[src/rtl/vga_pkg.sv]
// Purpose: shared 1280x1024@60 raster constants and types for the VGA path and the renderer.
// Latency: n/a (types, constants and a pure helper function only).
// Backpressure: n/a.
package vga_pkg;

    // Horizontal timing, in pixel clocks
    localparam int H_VISIBLE = 1280;
    localparam int H_FRONT   = 48;
    localparam int H_SYNC    = 112;
    localparam int H_BACK    = 248;
    localparam int H_TOTAL   = H_VISIBLE + H_FRONT + H_SYNC + H_BACK;

    // Vertical timing, in lines
    localparam int V_VISIBLE = 1024;
    localparam int V_FRONT   = 1;
    localparam int V_SYNC    = 3;
    localparam int V_BACK    = 38;
    localparam int V_TOTAL   = V_VISIBLE + V_FRONT + V_SYNC + V_BACK;

    localparam int COORD_W = 11;

    typedef logic [COORD_W-1:0] coord_t;
    typedef logic [7:0]         colour_t;
    typedef logic [3:0]         dac_t;

    // Raw raster controls carried down the delay line alongside the renderer pipeline
    typedef struct packed {
        logic de;
        logic hs;
        logic vs;
    } raster_ctl_t;

    // DAC only has 4 bits: keep the MSB nibble, no rounding
    function automatic dac_t colour_msb(input colour_t c);
        return dac_t'(c >> 4);
    endfunction

endpackage

[src/rtl/vga_delay_line.sv]
// Purpose: DEPTH-stage shift register with a parameterised reset value.
// Latency: DEPTH clocks from din to dout.
// Backpressure: none; shifts every clock.
// Ports: clk, rst_n (async active-low), din/dout WIDTH bits.
module vga_delay_line #(
    parameter int               WIDTH   = 1,
    parameter int               DEPTH   = 1,
    parameter logic [WIDTH-1:0] RST_VAL = '0
) (
    input  logic             clk,
    input  logic             rst_n,
    input  logic [WIDTH-1:0] din,
    output logic [WIDTH-1:0] dout
);

    logic [WIDTH-1:0] stage [DEPTH];

    always_ff @(posedge clk or negedge rst_n) begin
        if (!rst_n) begin
            for (int i = 0; i < DEPTH; i++) begin
                stage[i] <= RST_VAL;
            end
        end else begin
            stage[0] <= din;
            for (int i = 1; i < DEPTH; i++) begin
                stage[i] <= stage[i-1];
            end
        end
    end

    assign dout = stage[DEPTH-1];

endmodule

[src/rtl/vga_timing_gen.sv]
// Purpose: free-running raster counters, sync/blank decode and registered VGA DAC output stage.
// Latency: coordinates/strobes 0 clocks; VGA_* pins PIPE_DELAY+1 clocks after the coordinate.
// Backpressure: none; free-running every pixel clock.
// Ports: pixelClock, resetN (async active-low); redValue/greenValue/blueValue 8-bit renderer colour;
//        XPixelPosition/YPixelPosition, frameStart, lineStart; VGA_R/G/B, VGA_HS, VGA_VS, displayEnable.
module vga_timing_gen #(
    parameter int   H_VISIBLE  = vga_pkg::H_VISIBLE,
    parameter int   H_FRONT    = vga_pkg::H_FRONT,
    parameter int   H_SYNC     = vga_pkg::H_SYNC,
    parameter int   H_BACK     = vga_pkg::H_BACK,
    parameter int   V_VISIBLE  = vga_pkg::V_VISIBLE,
    parameter int   V_FRONT    = vga_pkg::V_FRONT,
    parameter int   V_SYNC     = vga_pkg::V_SYNC,
    parameter int   V_BACK     = vga_pkg::V_BACK,
    parameter logic H_POL      = 1'b1,
    parameter logic V_POL      = 1'b1,
    parameter int   PIPE_DELAY = 1
) (
    input  logic        pixelClock,
    input  logic        resetN,
    input  logic [7:0]  redValue,
    input  logic [7:0]  greenValue,
    input  logic [7:0]  blueValue,
    output logic [10:0] XPixelPosition,
    output logic [10:0] YPixelPosition,
    output logic        frameStart,
    output logic        lineStart,
    output logic [3:0]  VGA_R,
    output logic [3:0]  VGA_G,
    output logic [3:0]  VGA_B,
    output logic        VGA_HS,
    output logic        VGA_VS,
    output logic        displayEnable
);
    import vga_pkg::*;

    localparam int LINE_CLKS   = H_VISIBLE + H_FRONT + H_SYNC + H_BACK;
    localparam int FRAME_LINES = V_VISIBLE + V_FRONT + V_SYNC + V_BACK;

    if (LINE_CLKS > 2048) begin : g_line_too_long
        $fatal(1, "vga_timing_gen: horizontal total exceeds 2048");
    end
    if (FRAME_LINES > 2048) begin : g_frame_too_tall
        $fatal(1, "vga_timing_gen: vertical total exceeds 2048");
    end
    if (PIPE_DELAY < 1 || PIPE_DELAY > 4) begin : g_bad_pipe_delay
        $fatal(1, "vga_timing_gen: PIPE_DELAY must be 1..4");
    end

    localparam coord_t H_LAST     = coord_t'(LINE_CLKS - 1);
    localparam coord_t V_LAST     = coord_t'(FRAME_LINES - 1);
    localparam coord_t H_VIS_END  = coord_t'(H_VISIBLE);
    localparam coord_t V_VIS_END  = coord_t'(V_VISIBLE);
    localparam coord_t H_SYNC_BEG = coord_t'(H_VISIBLE + H_FRONT);
    localparam coord_t H_SYNC_END = coord_t'(H_VISIBLE + H_FRONT + H_SYNC);
    localparam coord_t V_SYNC_BEG = coord_t'(V_VISIBLE + V_FRONT);
    localparam coord_t V_SYNC_END = coord_t'(V_VISIBLE + V_FRONT + V_SYNC);

    // Idle pattern of the raster controls: blank, both syncs at their inactive level
    localparam raster_ctl_t CTL_IDLE = '{de: 1'b0, hs: ~H_POL, vs: ~V_POL};

    coord_t      h_count;
    coord_t      v_count;
    raster_ctl_t ctl0;
    raster_ctl_t ctl_d;

    // Stage 0: raster counters; vertical advances only on the horizontal wrap
    always_ff @(posedge pixelClock or negedge resetN) begin
        if (!resetN) begin
            h_count <= '0;
            v_count <= '0;
        end else if (h_count == H_LAST) begin
            h_count <= '0;
            v_count <= (v_count == V_LAST) ? '0 : v_count + 1'b1;
        end else begin
            h_count <= h_count + 1'b1;
        end
    end

    assign XPixelPosition = h_count;
    assign YPixelPosition = v_count;
    assign lineStart      = (h_count == '0);
    assign frameStart     = (h_count == '0) && (v_count == '0);

    // Raw decodes for the coordinate currently being issued
    always_comb begin
        ctl0    = CTL_IDLE;
        ctl0.de = (h_count < H_VIS_END) && (v_count < V_VIS_END);
        ctl0.hs = (h_count >= H_SYNC_BEG && h_count < H_SYNC_END) ? H_POL : ~H_POL;
        ctl0.vs = (v_count >= V_SYNC_BEG && v_count < V_SYNC_END) ? V_POL : ~V_POL;
    end

    // Hold the decodes back until the renderer's colour for the same pixel arrives
    vga_delay_line #(
        .WIDTH   ($bits(raster_ctl_t)),
        .DEPTH   (PIPE_DELAY),
        .RST_VAL (CTL_IDLE)
    ) u_ctl_delay (
        .clk   (pixelClock),
        .rst_n (resetN),
        .din   (ctl0),
        .dout  (ctl_d)
    );

    // Output register: colour blanked outside active video
    always_ff @(posedge pixelClock or negedge resetN) begin
        if (!resetN) begin
            VGA_R         <= '0;
            VGA_G         <= '0;
            VGA_B         <= '0;
            VGA_HS        <= ~H_POL;
            VGA_VS        <= ~V_POL;
            displayEnable <= 1'b0;
        end else begin
            VGA_R         <= ctl_d.de ? colour_msb(redValue)   : '0;
            VGA_G         <= ctl_d.de ? colour_msb(greenValue) : '0;
            VGA_B         <= ctl_d.de ? colour_msb(blueValue)  : '0;
            VGA_HS        <= ctl_d.hs;
            VGA_VS        <= ctl_d.vs;
            displayEnable <= ctl_d.de;
        end
    end

endmodule
[config.mk]
export PLATFORM = sky130hd
export DESIGN_NAME = vga_timing_gen
export DESIGN_NICKNAME = d
export VERILOG_FILES = /design/src/rtl/vga_pkg.sv /design/src/rtl/vga_delay_line.sv /design/src/rtl/vga_timing_gen.sv
export SDC_FILE = /design/constraint.sdc
export NUM_CORES = 1
export LEC_CHECK = 0
export ABC_AREA = 1
export BUFFER_PORTS_ARGS = -buffer_cell sky130_fd_sc_hd__buf_2
export CAP_MARGIN = 20
export CORE_ASPECT_RATIO = 0.75
export CORE_MARGIN = 5
export CORE_UTILIZATION = 25
export CTS_BUF_LIST = sky130_fd_sc_hd__clkbuf_4 sky130_fd_sc_hd__clkbuf_8 sky130_fd_sc_hd__clkbuf_16
export DETAILED_ROUTE_END_ITERATION = 12
export PLACE_DENSITY_LB_ADDON = 0.1
export SETUP_SLACK_MARGIN = 0.02
export SYNTH_ARGS = -nofsm -noshare
export SYNTH_HDL_FRONTEND = slang
export SYNTH_SLANG_ARGS = --single-unit
[constraint.sdc]
create_clock -name pixelClock -period 1.8 [get_ports pixelClock]
set_clock_uncertainty 0.2 [all_clocks]
set_input_delay 0.09 -clock pixelClock [delete_from_list [all_inputs] [get_ports pixelClock]]
set_output_delay 0.09 -clock pixelClock [all_outputs]
set_load 0.02 [all_outputs]
==> impl_metrics.toml, run 1 <==
[setup_path]
cpMaxStageDelayCell = "dfrtp_1"
cp_top_family = "flip-flops"
crit_path_max_fanout = 4
arrival_ns = 1.54
crit_buf_inv = 2
critPathCapture = "frameStart"
rr_worst_depth = 10
worstPathCellList = "inv_1, ha_4, nand4_1, nor3_2, buf_4"
cp-startpoint = "XPixelPosition[1]"
r2r-start = "XPixelPosition[0]"
rr_endpoint = "YPixelPosition[5]"
slowest_delay_ns = 0.42
cp.required_ns = 1.51
crit_cells = 5
cp-end-kind = "output port"
worstSetupPathType = "reg -> out"
startpoint_type = "register"
rrSetupSlack_ns = 0.05

[placed_design]
place_congestion = 0.768
place_area_um2 = 2520
post-dp-hpwl_um = 4020
pre_cts_slack_ns = 0.0828
port_buffers = 52

[timing]
relSlewSlack_pct = 65.1
worst_pin_slew_ns = 0.523
fin_crit_sh_pct = 102
finalSetupTns_ns = -0.0341
min_period_ns = 1.83
fmax_mhz = 545
worst_slack_ns = -0.0341
drv_slew = 0
rsz0062_at_grt = "true"
finalSetupViolCount = 1
hold_violations = 0

[final_layout]
nFillCells = 840
multi_input_area_um2 = 858
fin_area_um2 = 2940
diodes = 0
area_growth_pct = 43.5
drive_gt1_share_pct = 33.1
layout.nets = 389
regArea_um2 = 1010

[pwr]
internal_power_mw = 1.41
leakage_nw = 1.57
power_frac_clock_pct = 43.9
p_per_area_nw_per_um2 = 613
combPwrFrac_pct = 5.4
peakVddDrop_mv = 0.243
swShare_pct = 22.0
p_seq_share_pct = 50.6
p_switching_mw = 0.397

[outcome]
outcome = "complete, but fails checks"
violations = "negative setup slack"

[detailed_routing]
drt-total-wl_um = 5700
avgViaCountPerCell = 4.16
drt-initial-drc-count = 127
antenna_left = 0
vias = 1932
dr.pass1.iters = 4
wl_per_cell_um = 12.3
route.detailed.drc = 0

[clock_tree]
cts-root-buf = "clkbuf_8"
htreeDepth = 2
cts_tree = "built"
cts_buffer_depth = 2
cts.clk_slew.worst_paths_ns = 0.09
clk_latency_ns = 0.30
clock_sinks = 40
cts_inserted_buffers = 5

[global_routing]
antenna_found_initial = 0
grt_usage_pct = 11.3
grt_pass1_wl_um = 8990
grt_pass1_vias = 1838
grt_start_max_net_pins = 41
overflow = 0

[die]
start_util_pct = 25.8
io_pins = 65
core_area_um2 = 7950
fp-row-count = 28
die_h_um = 88.4
die_area_um2 = 10100
die_w_um = 115

[yosys]
synthCells = 260
synth_top_area_cell = "dfrtp_1"
ys_seq_area_share_pct = 48.8
syn-num-nets = 291
synth_edf_count = 0
synth_most_common_cell = "nand2_1"
synth_top_flop_cell = "dfrtp_1"
synth-async-reset-ratio_pct = 100
synth_seq_cells = 40
synth_cell_types = 26
yosysWarnings = 0
synthesis.area_um2 = 2050
yosys-top-cells-area = "dfrtp_1, nand2_1, inv_1"
synth_top_area_share_pct = 48.8
synth_commonest_cells = "nand2_1, inv_1, dfrtp_1"
synth.avg_cell_area_um2 = 7.89

[worst_hold_path]
hold_class = "reg -> reg"

[run]
maxCapViolations = 0
==> per-layer routing <==
metal  track usage (%)  up-vias  wire (um)
met2              16.1       64       2260
met5                 0        -          0
met1              17.0      868       2990
li1                  -      996          -
met4              2.59        0         45
met3              2.94        4        407
==> through the flow <==
step	total power, mW	std cells	util (%)	hold slack, ns
after floorplan	0.961	260	-	-0.406
after global placement	1.01	426	31.7	-0.000394
after detailed placement	1.01	426	31.7	-0.00108
after CTS	1.84	459	36.2	0.155
after global routing	1.89	464	37.0	0.163
final	1.81	464	37.0	0.153
==> repair_timing <==
action / 4_1_cts / 5_1_grt
hold buffers: 13 / 0
gates cloned: 0 / 1
hold endpoints to repair: 52 / 0
buffers inserted: 12 / 4
pin swaps: 5 / 2
gates resized for setup: 13 / 11
setup endpoints to repair: 2 / 17
==> final cells by class <==
class	count	share of cell area (%)
clock buffer	6	2.81
tap	105	4.46
inverter	49	6.34
clock inverter	2	1.32
multi-input combinational	165	29.2
timing repair buffer	97	21.7
sequential	40	34.2
==> placed cells by master (no fill, tap or decap) <==
cell           count
a211oi_1           2
a21oi_1            1
a21oi_2            2
and3_1             2
buf_2             52
buf_4             30
buf_6              2
bufinv_16          1
clkbuf_8           6
clkinv_4           1
dfrtp_1           35
dfrtp_2            5
dlygate4sd3_1     13
ha_1               3
ha_2               1
ha_4               1
inv_1             41
inv_2              7
inv_4              1
nand2_1           64
nand2_2            2
nand3_1           19
nand3b_1           3
nand4_1            8
nor2_1            27
nor2_2             4
nor2_4             3
nor3_1             7
nor3_2             1
nor3b_1            1
o21ai_0            3
o21ai_1            4
o311a_1            1
xor2_1             6
==> power by group through the flow <==
stage          clock [mW]  sequential [mW]  combinational (mW)
3_5_place_dp            0            0.932              0.0788
6_report            0.793            0.914              0.0983
3_3_place_gp            0            0.932              0.0793
2_1_floorplan           0            0.951             0.00973
4_1_cts             0.827            0.914               0.101
5_1_grt             0.869            0.916               0.110
==> flip-flops by register name, indices dropped and copies added, names as in the netlist <==
signal / flops
XPixelPosition: 11
YPixelPosition: 11
VGA_B: 4
VGA_G: 4
VGA_R: 4
u_ctl_delay.dout: 3
VGA_HS: 1
VGA_VS: 1
displayEnable: 1
==> cell families (layout without fill, tap and decap cells) <==
logic type | count (synthesis) | after routing | synth area share (%)
adder cells (fa/ha/maj) | 5 | 5 | 3.05
AO/OA/AOI/OAI | 13 | 13 | 4.03
flip-flops | 40 | 40 | 48.8
XOR/XNOR | 6 | 6 | 2.56
AND/OR/NAND/NOR | 141 | 141 | 30.8
buffers and inverters | 55 | 154 | 10.8
==> how the worst min path moves through the flow <==
stage	start	end	slack, ns	depth (start not counted)
floorplan	resetN	VGA_B[0]	-0.41	0
global placement	resetN	VGA_G[3]	-0.0004	2
detailed placement	resetN	VGA_R[0]	-0.001	2
CTS	u_ctl_delay.dout[0]	VGA_VS	0.15	0
global route	u_ctl_delay.dout[0]	VGA_VS	0.16	0
finish	u_ctl_delay.dout[0]	VGA_VS	0.15	0
No activity file was read; power rests on OpenSTA's default activity.
==> run 2: changes to the inputs <==
CAP_MARGIN = default   (was 20)
clock period = 1.6 ns   (was 1.8 ns; I/O delays follow)
==> run 2 against run 1 <==
The flow still finishes with violations (negative setup slack). Combinational power grew 15%. Worst setup slack worse by 0.13 ns. Final area increased by 12%. Via count is 4.9% higher. Critical path depth rose by 1. Cell count up 5.4%. Flip-flop and latch count stayed put. Core utilization grew 4.4 points. Critical path type unchanged. Critical endpoint unchanged. Highest routed layer unchanged.
==> impl_metrics.toml, run 2 (same netlist as run 1, synthesis figures left out) <==
[outcome]
outcome = "complete, but fails checks"
violations = "negative setup slack"

[clock_tree]
cts-root-buf = "clkbuf_8"
cts_inserted_buffers = 5
clock_sinks = 40
cts_tree = "built"
htreeDepth = 2
clk_latency_ns = 0.29
cts.clk_slew.worst_paths_ns = 0.09
cts_buffer_depth = 2

[final_layout]
drive_gt1_share_pct = 44.5
utilization_pct = 41.4
fin_area_um2 = 3300
diodes = 0
final_cell_mix = "nand2_1, buf_2, buf_4, inv_1, dfrtp_1"
multi_input_area_um2 = 996
layout.nets = 414
final_common_cell = "nand2_1"
area_growth_pct = 60.7
regArea_um2 = 1010
nFillCells = 826

[die]
core_area_um2 = 7950
die_w_um = 115
die_area_um2 = 10100
start_util_pct = 25.8
die_h_um = 88.4
io_pins = 65
fp-row-count = 28

[global_routing]
grt_start_max_net_pins = 21
grt_usage_pct = 12.7
grt_pass1_wl_um = 10100
grt_pass1_vias = 2007
antenna_found_initial = 0
overflow = 0

[placed_design]
place_congestion = 0.803
port_buffers = 52
pre_cts_slack_ns = -0.00224
place_area_um2 = 2730
post-dp-hpwl_um = 4450

[setup_path]
cp.required_ns = 1.32
rr_worst_depth = 10
rr_endpoint = "YPixelPosition[10]"
arrival_ns = 1.48
rrSetupSlack_ns = -0.10
startpoint_type = "register"
cp-end-kind = "output port"
r2r-start = "XPixelPosition[0]"
worstSetupPathType = "reg -> out"
crit_path_max_fanout = 2

[timing]
hold_violations = 0
worst_slack_ns = -0.160
relSlewSlack_pct = 68.0
finalSetupTns_ns = -1.23
min_period_ns = 1.76
finalSetupViolCount = 21
drv_slew = 0
fmax_mhz = 568
worst_pin_slew_ns = 0.480
fin_crit_sh_pct = 110
rsz0062_at_grt = "true"

[detailed_routing]
antenna_left = 0
dr.pass1.iters = 4
route.detailed.drc = 0
drt-initial-drc-count = 110
drt-total-wl_um = 6170
vias = 2026
wl_per_cell_um = 12.6
avgViaCountPerCell = 4.14

[pwr]
p_per_area_nw_per_um2 = 619
peakVddDrop_mv = 0.310
leakage_nw = 1.75
fin_total_pwr_mw = 2.04

[worst_hold_path]
hold_class = "in -> async"

[run]
maxCapViolations = 0
run 2: worst max path at each step:
| stage | end | cells after the start | from | slack (ns) |
|---|---|---|---|---|
| 2_1_floorplan | frameStart | 4 | XPixelPosition[6] | 0.02 |
| 6_report | frameStart | 6 | XPixelPosition[0] | -0.16 |
| 5_1_grt | frameStart | 5 | XPixelPosition[2] | -0.27 |
| 3_3_place_gp | YPixelPosition[5] | 8 | XPixelPosition[0] | -0.02 |
| 4_1_cts | frameStart | 6 | YPixelPosition[0] | -0.23 |
| 3_5_place_dp | frameStart | 5 | XPixelPosition[5] | -0.002 |
run 2: area by class of cell:
class / instances / area share, %
Multi-Input combinational cell: 166 / 30.2
Sequential cell: 40 / 30.6
Clock buffer: 6 / 2.51
Tap cell: 105 / 3.99
Clock inverter: 2 / 1.18
Timing Repair Buffer: 121 / 25.8
Inverter: 49 / 5.73
run 2: routing by layer:
metal	vias up	GRT usage, %	share of wire [%]
met1	926	19.3	54
met5	-	0	0
met2	46	18.3	39
met3	5	2.87	5.5
met4	0	2.91	0.83
li1	1049	-	-
run 2: power by group:
part,switching (mW),total (mW),internal [mW]
clock network,0.389,0.900,0.511
registers,0.00357,1.03,1.02
logic,0.0625,0.113,0.0507
total,0.455,2.04,1.59
run 2: critical path, cell delays in order, from the launching register on:
cell and delay [ns]:
dfrtp_2 0.42, buf_6 0.12, inv_4 0.04, ha_4 0.11
nand4_1 0.11, nor3_2 0.21, buf_4 0.17
run 2: what timing repair did:
action,4_1_cts,5_1_grt
setup buffers,12,4
resized for setup,36,27
hold endpoints to repair,52,0
pin swaps,16,13
cloned,1,0
endpoints found under the setup margin,7,23
hold buffers,13,0
run 2: per-stage QoR:
stage	hold WS (ns)	instances
6_report	0.0803	489
5_1_grt	0.132	489
4_1_cts	0.111	485
3_5_place_dp	-0.124	451
3_3_place_gp	-0.125	451
2_1_floorplan	-0.416	260
